`config.mk`:
```
export PLATFORM = sky130hd
export DESIGN_NAME = approx_mult_seq_flat
export DESIGN_NICKNAME = d
export VERILOG_FILES = /design/src/rtl/approx_mult_pkg.sv /design/src/rtl/approx_mult_seq_if.sv /design/src/rtl/approx_mult_seq_lzd_n.sv /design/src/rtl/approx_mult_seq.sv /design/src/flat_wrapper.sv
export SDC_FILE = /design/constraint.sdc
export NUM_CORES = 1
export LEC_CHECK = 0
export ABC_AREA = 1
export BUFFER_PORTS_ARGS = -buffer_cell sky130_fd_sc_hd__buf_2
export CORE_ASPECT_RATIO = 1.75
export CORE_MARGIN = 2
export CORE_UTILIZATION = 30
export CTS_BUF_LIST = sky130_fd_sc_hd__clkbuf_2
export CTS_CLUSTER_DIAMETER = 100
export CTS_CLUSTER_SIZE = 10
export DETAILED_ROUTE_END_ITERATION = 16
export PLACE_DENSITY_LB_ADDON = 0.15
export SLEW_MARGIN = 20
export SYNTH_ARGS = -nofsm -noshare
export SYNTH_HDL_FRONTEND = slang
export SYNTH_HIERARCHICAL = 1
export SYNTH_SLANG_ARGS = --single-unit
export TNS_END_PERCENT = 100
```
`constraint.sdc`:
```
create_clock -name clk -period 4.6 [get_ports clk]
set_clock_uncertainty 0.15 [all_clocks]
set_input_delay 0.69 -clock clk [delete_from_list [all_inputs] [get_ports clk]]
set_output_delay 0.69 -clock clk [all_outputs]
set_load 0.05 [all_outputs]
```
`src/rtl/approx_mult_pkg.sv`:
```
// rtl/approx_mult_pkg.sv - shared types and elaboration helpers for approx_mult_seq
package approx_mult_pkg;

   typedef enum logic [2:0] {
      IDLE   = 3'd0,
      LSHIFT = 3'd1,
      MULT   = 3'd2,
      RSHIFT = 3'd3,
      DONE   = 3'd4
   } state_t;

   // Width of a leading-zero count able to hold the value WIDTH itself.
   function automatic int cw_of(input int width);
      return $clog2(width + 1);
   endfunction

   function automatic int prod_w(input int trunc);
      return 2 * trunc;
   endfunction

   function automatic bit params_legal(input int width, input int trunc);
      return (width >= 4) && (trunc >= 2) && (trunc <= width);
   endfunction

endpackage

```
`src/rtl/approx_mult_seq_if.sv`:
```
// rtl/approx_mult_seq_if.sv - operand/result handshake bundle for approx_mult_seq
interface approx_mult_seq_if #(
   parameter int WIDTH = 16
);
   logic                 in_valid;
   logic                 in_ready;
   logic [WIDTH-1:0]     A;
   logic [WIDTH-1:0]     B;
   logic                 out_valid;
   logic                 out_ready;
   logic [2*WIDTH-1:0]   result;
   logic                 busy;

   modport master (
      output in_valid, A, B, out_ready,
      input  in_ready, out_valid, result, busy
   );

   modport slave (
      input  in_valid, A, B, out_ready,
      output in_ready, out_valid, result, busy
   );
endinterface

```
`src/rtl/approx_mult_seq_lzd_n.sv`:
```
// rtl/approx_mult_seq_lzd_n.sv - combinational leading-zero detector, returns WIDTH for zero input
module lzd_n
   import approx_mult_pkg::*;
#(
   parameter int WIDTH = 16,
   parameter int CW    = cw_of(WIDTH)
) (
   input  logic [WIDTH-1:0] x,
   output logic [CW-1:0]    lz
);

   // Scanning upward lets the highest set bit overwrite any lower hit.
   always_comb begin
      lz = CW'(WIDTH);
      for (int i = 0; i < WIDTH; i++) begin
         if (x[i]) begin
            lz = CW'(WIDTH - 1 - i);
         end
      end
   end

endmodule

```
`src/rtl/approx_mult_seq.sv`:
```
// rtl/approx_mult_seq.sv - sequential LZD/shift approximate multiplier; ZERO_BYPASS_EN skips zero operands
module approx_mult_seq
   import approx_mult_pkg::*;
#(
   parameter int WIDTH = 16,
   parameter int TRUNC = 8
) (
   input  logic               clk,
   input  logic               rst,
   approx_mult_seq_if.slave   bus
);

   localparam int CW = cw_of(WIDTH);
   localparam int PW = prod_w(TRUNC);
   localparam int SH = 2 * (WIDTH - TRUNC);

   if (!params_legal(WIDTH, TRUNC)) begin : g_param_check
      $error("approx_mult_seq: illegal WIDTH/TRUNC combination");
   end

   state_t              state_q, state_d;
   logic [WIDTH-1:0]    a_q, b_q;
   logic [CW-1:0]       la_c, lb_c, la_q, lb_q, ca_q, cb_q;
   logic [CW:0]         r_count, lz_sum;
   logic [2*WIDTH-1:0]  res_q, res_load;
   logic [PW-1:0]       product;
   logic                accept;

   lzd_n #(.WIDTH(WIDTH), .CW(CW)) u_lzd_a (.x(bus.A), .lz(la_c));
   lzd_n #(.WIDTH(WIDTH), .CW(CW)) u_lzd_b (.x(bus.B), .lz(lb_c));

   assign accept   = bus.in_valid && bus.in_ready;
   assign lz_sum   = {1'b0, la_q} + {1'b0, lb_q};
   assign product  = PW'(a_q[WIDTH-1 -: TRUNC]) * PW'(b_q[WIDTH-1 -: TRUNC]);
   assign res_load = (2*WIDTH)'(product) << SH;

   always_ff @(posedge clk) begin
      if (rst) begin
         state_q <= IDLE;
      end else begin
         state_q <= state_d;
      end
   end

   always_comb begin
      state_d = state_q;
      case (state_q)
         IDLE: begin
            if (accept) begin
`ifdef ZERO_BYPASS_EN
               state_d = ((bus.A == '0) || (bus.B == '0)) ? DONE : LSHIFT;
`else
               state_d = LSHIFT;
`endif
            end
         end
         LSHIFT:  if ((ca_q == la_q) && (cb_q == lb_q)) state_d = MULT;
         MULT:    state_d = RSHIFT;
         RSHIFT:  if (r_count == lz_sum) state_d = DONE;
         DONE:    if (bus.out_ready) state_d = IDLE;
         default: state_d = IDLE;
      endcase
   end

   always_comb begin
      bus.in_ready  = (state_q == IDLE) && !rst;
      bus.busy      = (state_q != IDLE);
      bus.out_valid = (state_q == DONE);
      bus.result    = res_q;
   end

   // Datapath: result register only moves in MULT/RSHIFT, so DONE holds it under backpressure.
   always_ff @(posedge clk) begin
      if (rst) begin
         a_q     <= '0;
         b_q     <= '0;
         la_q    <= '0;
         lb_q    <= '0;
         ca_q    <= '0;
         cb_q    <= '0;
         r_count <= '0;
         res_q   <= '0;
      end else begin
         case (state_q)
            IDLE: begin
               if (accept) begin
                  a_q     <= bus.A;
                  b_q     <= bus.B;
                  la_q    <= la_c;
                  lb_q    <= lb_c;
                  ca_q    <= '0;
                  cb_q    <= '0;
                  r_count <= '0;
`ifdef ZERO_BYPASS_EN
                  if ((bus.A == '0) || (bus.B == '0)) begin
                     res_q <= '0;
                  end
`endif
               end
            end
            LSHIFT: begin
               if (ca_q < la_q) begin
                  a_q  <= a_q << 1;
                  ca_q <= ca_q + CW'(1);
               end
               if (cb_q < lb_q) begin
                  b_q  <= b_q << 1;
                  cb_q <= cb_q + CW'(1);
               end
            end
            MULT: begin
               res_q   <= res_load;
               r_count <= '0;
            end
            RSHIFT: begin
               if (r_count < lz_sum) begin
                  res_q   <= res_q >> 1;
                  r_count <= r_count + (CW+1)'(1);
               end
            end
            default: ;
         endcase
      end
   end

endmodule

```
`src/flat_wrapper.sv`:
```
// flat-port wrapper written by rule: the top's interface ports become plain ports
module approx_mult_seq_flat import approx_mult_pkg::*;
#(
   parameter int WIDTH = 16,
   parameter int TRUNC = 8
)
  (clk, rst, bus_in_valid, bus_A, bus_B, bus_out_ready, bus_in_ready, bus_out_valid, bus_result, bus_busy);
  approx_mult_seq_if #(.WIDTH(WIDTH)) bus_i ();
  input  logic clk;
  input  logic rst;
  input wire logic [$bits(bus_i.in_valid)-1:0] bus_in_valid;
  input wire logic [$bits(bus_i.A)-1:0] bus_A;
  input wire logic [$bits(bus_i.B)-1:0] bus_B;
  input wire logic [$bits(bus_i.out_ready)-1:0] bus_out_ready;
  output wire logic [$bits(bus_i.in_ready)-1:0] bus_in_ready;
  output wire logic [$bits(bus_i.out_valid)-1:0] bus_out_valid;
  output wire logic [$bits(bus_i.result)-1:0] bus_result;
  output wire logic [$bits(bus_i.busy)-1:0] bus_busy;
  assign bus_i.in_valid = bus_in_valid;
  assign bus_i.A = bus_A;
  assign bus_i.B = bus_B;
  assign bus_i.out_ready = bus_out_ready;
  assign bus_in_ready = bus_i.in_ready;
  assign bus_out_valid = bus_i.out_valid;
  assign bus_result = bus_i.result;
  assign bus_busy = bus_i.busy;
  approx_mult_seq #(.WIDTH(WIDTH), .TRUNC(TRUNC)) u_core (.clk(clk), .rst(rst), .bus(bus_i));
endmodule
```
Word-level counts from Yosys, hierarchy flattened
Index checks and enable logic that the tools add are counted.

operators by class
  add/subtract/negate cells = 4
  reduce and logical (&&, ||, !) cells = 15
  order comparisons = 3
  equality and inequality tests = 14
  mux-type cells = 53
  multipliers = 1

operators by type and width
  kind                                                   number
  2-to-1 mux 5 bit                                       35
  2-to-1 mux 16 bit                                      4
  case mux 16 bit (2 select lines)                       2
  case mux 32 bit (2 select lines)                       1
  2-to-1 mux 32 bit                                      1
  case mux 5 bit (2 select lines)                        2
  case mux 6 bit (3 select lines)                        1
  multiplier 8 x 8 -> 16 bit                             1
  case mux 3 bit (5 select lines)                        1
  2-to-1 mux 3 bit                                       4
  2-to-1 mux 6 bit                                       2
  inequality test 2 x 1 -> 1 bit, second input constant  6
  adder 5 x 1 -> 5 bit, second input constant            2
  == test 5 bit                                          2
  less-than comparator 5 bit                             2
  AND reduction 3 bit                                    3
  adder 5 x 5 -> 6 bit                                   1
  adder 6 x 1 -> 6 bit, second input constant            1
  == test 3 x 2 -> 1 bit, second input constant          2
  == test 6 bit                                          1
  less-than comparator 6 bit                             1
  nonzero test 3 bit                                     2
  AND reduction 2 bit                                    2
  AND reduction 4 bit                                    1
  7 further kinds                                        10

word-level totals
  output and inout bits = 35
  bits in registers = 93
  input port bits = 36
  logic and storage cells = 99

Logic depth before layout (Yosys ltp)
  depth in word-level cells = 16
  depth in mapped cells = 23
  depth with buffers taken out = 22

Cells and area by module
Netlist, hierarchy kept.

modules (own cells, without submodules)
  module           area each (um2)  cells each  times used  seq. area each (um2)
  approx_mult_seq  7,101.8          1,050       1           1,861.8
  lzd_n            201.4            47          2           0.0

Worst setup path before layout
OpenSTA, ideal clock, no wires.

  path kind = register -> register
  start = register u_core.a_q[8]
  end = register u_core.res_q[31] (netlist: u_core/bus.result[31])
  data required time = 4.328 ns
  library setup time = 0.122 ns
  buffers on the path = 1
  arrival = 3.779 ns
  stages on the path, launching flop included = 19
  clock period less this slack = 4.050 ns
  setup slack = 0.550 ns
  cells stage by stage = dfxtp_1 > clkbuf_1 > nand2_1 > fa_1 > fa_1 > inv_1 > fa_1 > inv_1 > fa_1 > inv_1 > ha_1 > nand2_1 > nor2_1 > and2_1 > nand2_1 > nand3_1 > nand2_1 > nand3_1 > a21oi_1

on the way
  word-level cells in the longest chain between the ends = 2

ends and longest elaborated chain
  item                              line                    text
  start, declared                   approx_mult_seq.sv:22   logic [WIDTH-1:0] a_q, b_q;
  start signal, assigned            approx_mult_seq.sv:87   a_q <= bus.A;
  start signal, assigned            approx_mult_seq.sv:103  a_q <= a_q << 1;
  multiplier 8 x 8 -> 16 bit        approx_mult_seq.sv:34   assign product = PW'(a_q[WIDTH-1 -: TRUNC]) * PW'(b_q[WIDTH-1 -: TRUNC]);
  case mux 32 bit (2 select lines)  approx_mult_seq.sv:84   case (state_q)
  end signal, assigned              approx_mult_seq.sv:112  res_q <= res_load;
  end signal, assigned              approx_mult_seq.sv:117  res_q <= res_q >> 1;
  end, declared                     approx_mult_seq.sv:25   logic [2*WIDTH-1:0] res_q, res_load;

No other way between the ends.
A chain may end at the register's enable or synchronous reset.

Final worst setup path
  start = register u_core.a_q[9]
  end = register u_core.res_q[31] (netlist: u_core/bus.result[31])

Same word-level chain as after synthesis.

==> reports/qor.yml <==
run_status: "complete, no violations"
worstSetupPathType: "flop to flop"
number_of_cts_inserted_buffers: 9
worstHoldPathCells: 3
worst_path_largest_cell_delay_ns: 0.63
die-area_sq_um: 26300
leakagePower_uw: 0.00465
p_total_uw: 4350
xor_and_xnor_fraction_of_the_mapped_netlist_area_pct: 1.75
synth.yosys.seq_area_share_pct: 24.8
cts_num_sinks: 93
yosys.area_share.adder_pct: 19.9
die_height_um: 213
clock_insertion_delay_worst_skew_ns: 0.63
detail_route.wl_per_cell_um: 14.2
area.growth.synth_to_final_pct: 8.90
antenna_violating_nets_post_route: 0
asyncSetResetFlopFracSynth_pct: 0
port_buffers: 70
critPathTopFamily: "adder cells"
ctsLongestPathBuffers: 2
drt_first_pass_iters: 4
vias: 6913
cp.required_ns: 4.95
grt_use_total_pct: 17.5
synthFlopType: "sky130_fd_sc_hd__dfxtp_1"
synth_area_leaders: "sky130_fd_sc_hd__dfxtp_1 (25%), sky130_fd_sc_hd__nand2_1 (16%), sky130_fd_sc_hd__ha_1 (10%)"
fin_crit_sh_pct: 94.4
critical_path.n_buffers_inverters: 3
finalCriticalPeriod_ns: 4.34
cts_root_buffer: "sky130_fd_sc_hd__clkbuf_2"
post_place_instance_area_sq_um: 8060
starting_density_of_the_core_pct: 30.5
hold_class: "input port to flop"
max_clock_freq_ghz: 0.230
hold_violations: 0
clock_tree.htree_level_count: 3
grt_antenna_before_repair: 1
synth-simple-area-share_pct: 29.7
maxCapViolations: 0
postCtsSetupRepairBufs: 0
grt_pass1_wl_mm: 35.6
synth_warnings: 6
synthMuxAreaShare_pct: 0
unrepaired_setup_endpoints_after_global_routing: "false"
timing.max_slew.rel_slack_pct: 48.8
final-setup-viol-count: 0
dp_hpwl_mm: 16.1
avgSynthCellArea_sq_um: 6.56
timing.critical_path.slowest_stage_cell: "sky130_fd_sc_hd__dfxtp_1"
cts_hold_buffers: 0
post_cts_resized: 0
synth_top_cells_by_count: "sky130_fd_sc_hd__nand2_1 (327), sky130_fd_sc_hd__inv_1 (190), sky130_fd_sc_hd__nor2_1 (120)"
worstReg2RegStart: "u_core/a_q[9]$_SDFFE_PP0P_"
critical_path.startpoint_type: "flop"
timing.hold.worst_endpoint: "u_core/b_q[0]$_SDFFE_PP0P_"
synth_seq_cells: 93
largest_family_of_logic_cells_by_synthesized_area: "simple AND/OR/NAND/NOR gates"
setup_tns_ns: 0
fp.dieW_um: 124
share_of_the_synthesized_area_in_the_top_cell_type_pct: 24.8
final_area_sq_um: 8170
avgViaCountPerCell: 4.61
finalWeightedCongestion: 0.844
syn_nets: 1277
synth-compound-area-share_pct: 10.7
cts_tree: "built"
power_density_of_the_placed_cells_nw_per_um2: 532
design.final.nets: 1316
grt_max_degree: 46
yosysUniqueCellTypes: 35
synth_most_common_cell: "sky130_fd_sc_hd__nand2_1"
drt_first_iter_violations: 283
hold_startpoint: "bus_B[0]"
r2r_slack_ns: 0.26
placement_rows: 76
setup.worst_path.end_class: "flop"
worst_setup_hold_path_clk_slew_ns: 0.26
syn_inst: 1144
drt_wl_total_mm: 21.3
worstPathArrival_ns: 4.69
tightestPinTransition_ns: 0.766
mappedNetlistArea_sq_um: 7500
n_fill_cell: 2747
number_of_pins_exceeding_their_max_slew_limit_in_the_final_report: 0
end_of_the_worst_register_to_register_path: "u_core/bus.result[31]$_SDFFE_PP0P_"
overflow_left_after_global_routing: 0
vdd_drop_max_uv: 522
remaining_design_rule_violation_count: 0
critical_path_peak_fanout: 10
number_of_global_route_vias_before_repair: 7087
design.portCount: 71
drive_gt1_share_pct: 9.76
worstRegToRegCells: 17
cell_taking_the_most_area_after_synthesis: "sky130_fd_sc_hd__dfxtp_1"
path_cells: "nand2_1, fa_1, fa_1, inv_1, fa_1, inv_1, fa_1, inv_1, ha_1, nand2_1, nor2_1, and2_1, nand2_1, nand3_1, nand2_1, nand3_1, a21oi_1"
post_synth_edffs: 0
fp.coreArea_sq_um: 24600
[power by group]
part | leakage, uW | total [uW] | switching [uW] | internal (uW)
combinational | 0.00382 | 2540 | 1790 | 747
sequential | 0.000761 | 1380 | 301 | 1080
clock | 0.0000694 | 423 | 297 | 126
[cell usage in the layout, fill, tap and decap left out, types with 2 or more instances in the layout]
master and instances:
sky130_fd_sc_hd__nor4_1 4, sky130_fd_sc_hd__inv_2 5, sky130_fd_sc_hd__a21oi_1 68, sky130_fd_sc_hd__nand2_1 327, sky130_fd_sc_hd__clkinv_2 2, sky130_fd_sc_hd__a21boi_0 5
sky130_fd_sc_hd__nand3b_1 3, sky130_fd_sc_hd__dfxtp_1 93, sky130_fd_sc_hd__a31oi_1 2, sky130_fd_sc_hd__nor3_1 7, sky130_fd_sc_hd__nand2_4 3, sky130_fd_sc_hd__o21bai_1 4
sky130_fd_sc_hd__o21ai_0 69, sky130_fd_sc_hd__nand4_1 10, sky130_fd_sc_hd__inv_4 2, sky130_fd_sc_hd__inv_1 189, sky130_fd_sc_hd__clkbuf_2 11, sky130_fd_sc_hd__xor2_1 11
sky130_fd_sc_hd__ha_1 60, sky130_fd_sc_hd__nor2_1 120, sky130_fd_sc_hd__or2_2 4, sky130_fd_sc_hd__nor2_4 2, sky130_fd_sc_hd__xnor2_1 4, sky130_fd_sc_hd__fa_1 37
sky130_fd_sc_hd__nand3_1 51, sky130_fd_sc_hd__nand3_2 3, sky130_fd_sc_hd__buf_2 70, sky130_fd_sc_hd__nand2_2 2, sky130_fd_sc_hd__o21ai_1 4, sky130_fd_sc_hd__buf_4 9
[cells by family (layout without fill, tap and decap cells)]
logic type | after synthesis | count (layout)
adders and majority gates | 97 | 97
xor gates and xnor gates | 15 | 15
and+or+nand+nor | 538 | 538
AOI/OAI and AO/OA | 154 | 154
buffers and inverters | 247 | 291
DFF | 93 | 93
other | 0 | 1
[final cells by class]
type / instances / area, sq um / share of cell area [%]
antenna: 1 / 2.50 / 0.0306
clock inverter: 5 / 51.3 / 0.628
multi-input combinational: 804 / 4650 / 56.9
tap: 312 / 390 / 4.78
clock buffer: 11 / 55.1 / 0.674
timing repair buffer: 79 / 418 / 5.11
sequential: 93 / 1860 / 22.8
inverter: 196 / 741 / 9.06
[layer usage]
layer	share of wire [%]	up-vias	global-route usage, %	wire (um)
met2	55	82	33.1	11600
met3	2.1	31	2.38	448
met1	40	3195	19.0	8510
met4	3.2	0	7.13	679
li1	-	3605	-	-
met5	0	-	0	0
[worst max-delay path by stage]
stage / end / slack [ns] / start / cells past startpoint
global placement: u_core/bus.result[27]$_SDFFE_PP0P_ / 0.30 / u_core/a_q[9]$_SDFFE_PP0P_ / 18
CTS: u_core/bus.result[31]$_SDFFE_PP0P_ / 0.19 / u_core/a_q[9]$_SDFFE_PP0P_ / 17
detailed placement: u_core/bus.result[31]$_SDFFE_PP0P_ / 0.29 / u_core/a_q[9]$_SDFFE_PP0P_ / 17
finish: u_core/bus.result[31]$_SDFFE_PP0P_ / 0.26 / u_core/a_q[9]$_SDFFE_PP0P_ / 17
floorplan: u_core/bus.result[31]$_SDFFE_PP0P_ / 0.55 / u_core/a_q[8]$_SDFFE_PP0P_ / 18
global route: u_core/bus.result[31]$_SDFFE_PP0P_ / 0.006 / u_core/a_q[11]$_SDFFE_PP0P_ / 18
[worst min-delay path, stage by stage]
cell                      delay [ns]
sky130_fd_sc_hd__buf_2          0.12
sky130_fd_sc_hd__nand2_1        0.06
sky130_fd_sc_hd__a21oi_1        0.05
[state kept, by name, indices dropped and copies added, names as in the netlist]
name / count
u_core/state_q: 3
u_core/a_q: 16
u_core/b_q: 16
u_core/lb_q: 5
u_core/bus.result: 32
u_core/ca_q: 5
u_core/r_count: 6
u_core/cb_q: 5
u_core/la_q: 5
[stage by stage]
step | setup WS, ns | hold WS [ns] | cells | utilization [%]
2_1_floorplan | 0.550 | 0.289 | 1144 | -
3_3_place_gp | 0.305 | 0.301 | 1484 | 32.7
3_5_place_dp | 0.285 | 0.306 | 1484 | 32.7
4_1_cts | 0.193 | 0.0772 | 1500 | 33.2
5_1_grt | 0.00566 | 0.0902 | 1501 | 33.2
6_report | 0.260 | 0.166 | 1501 | 33.2
(Power assumes the default switching activity.)
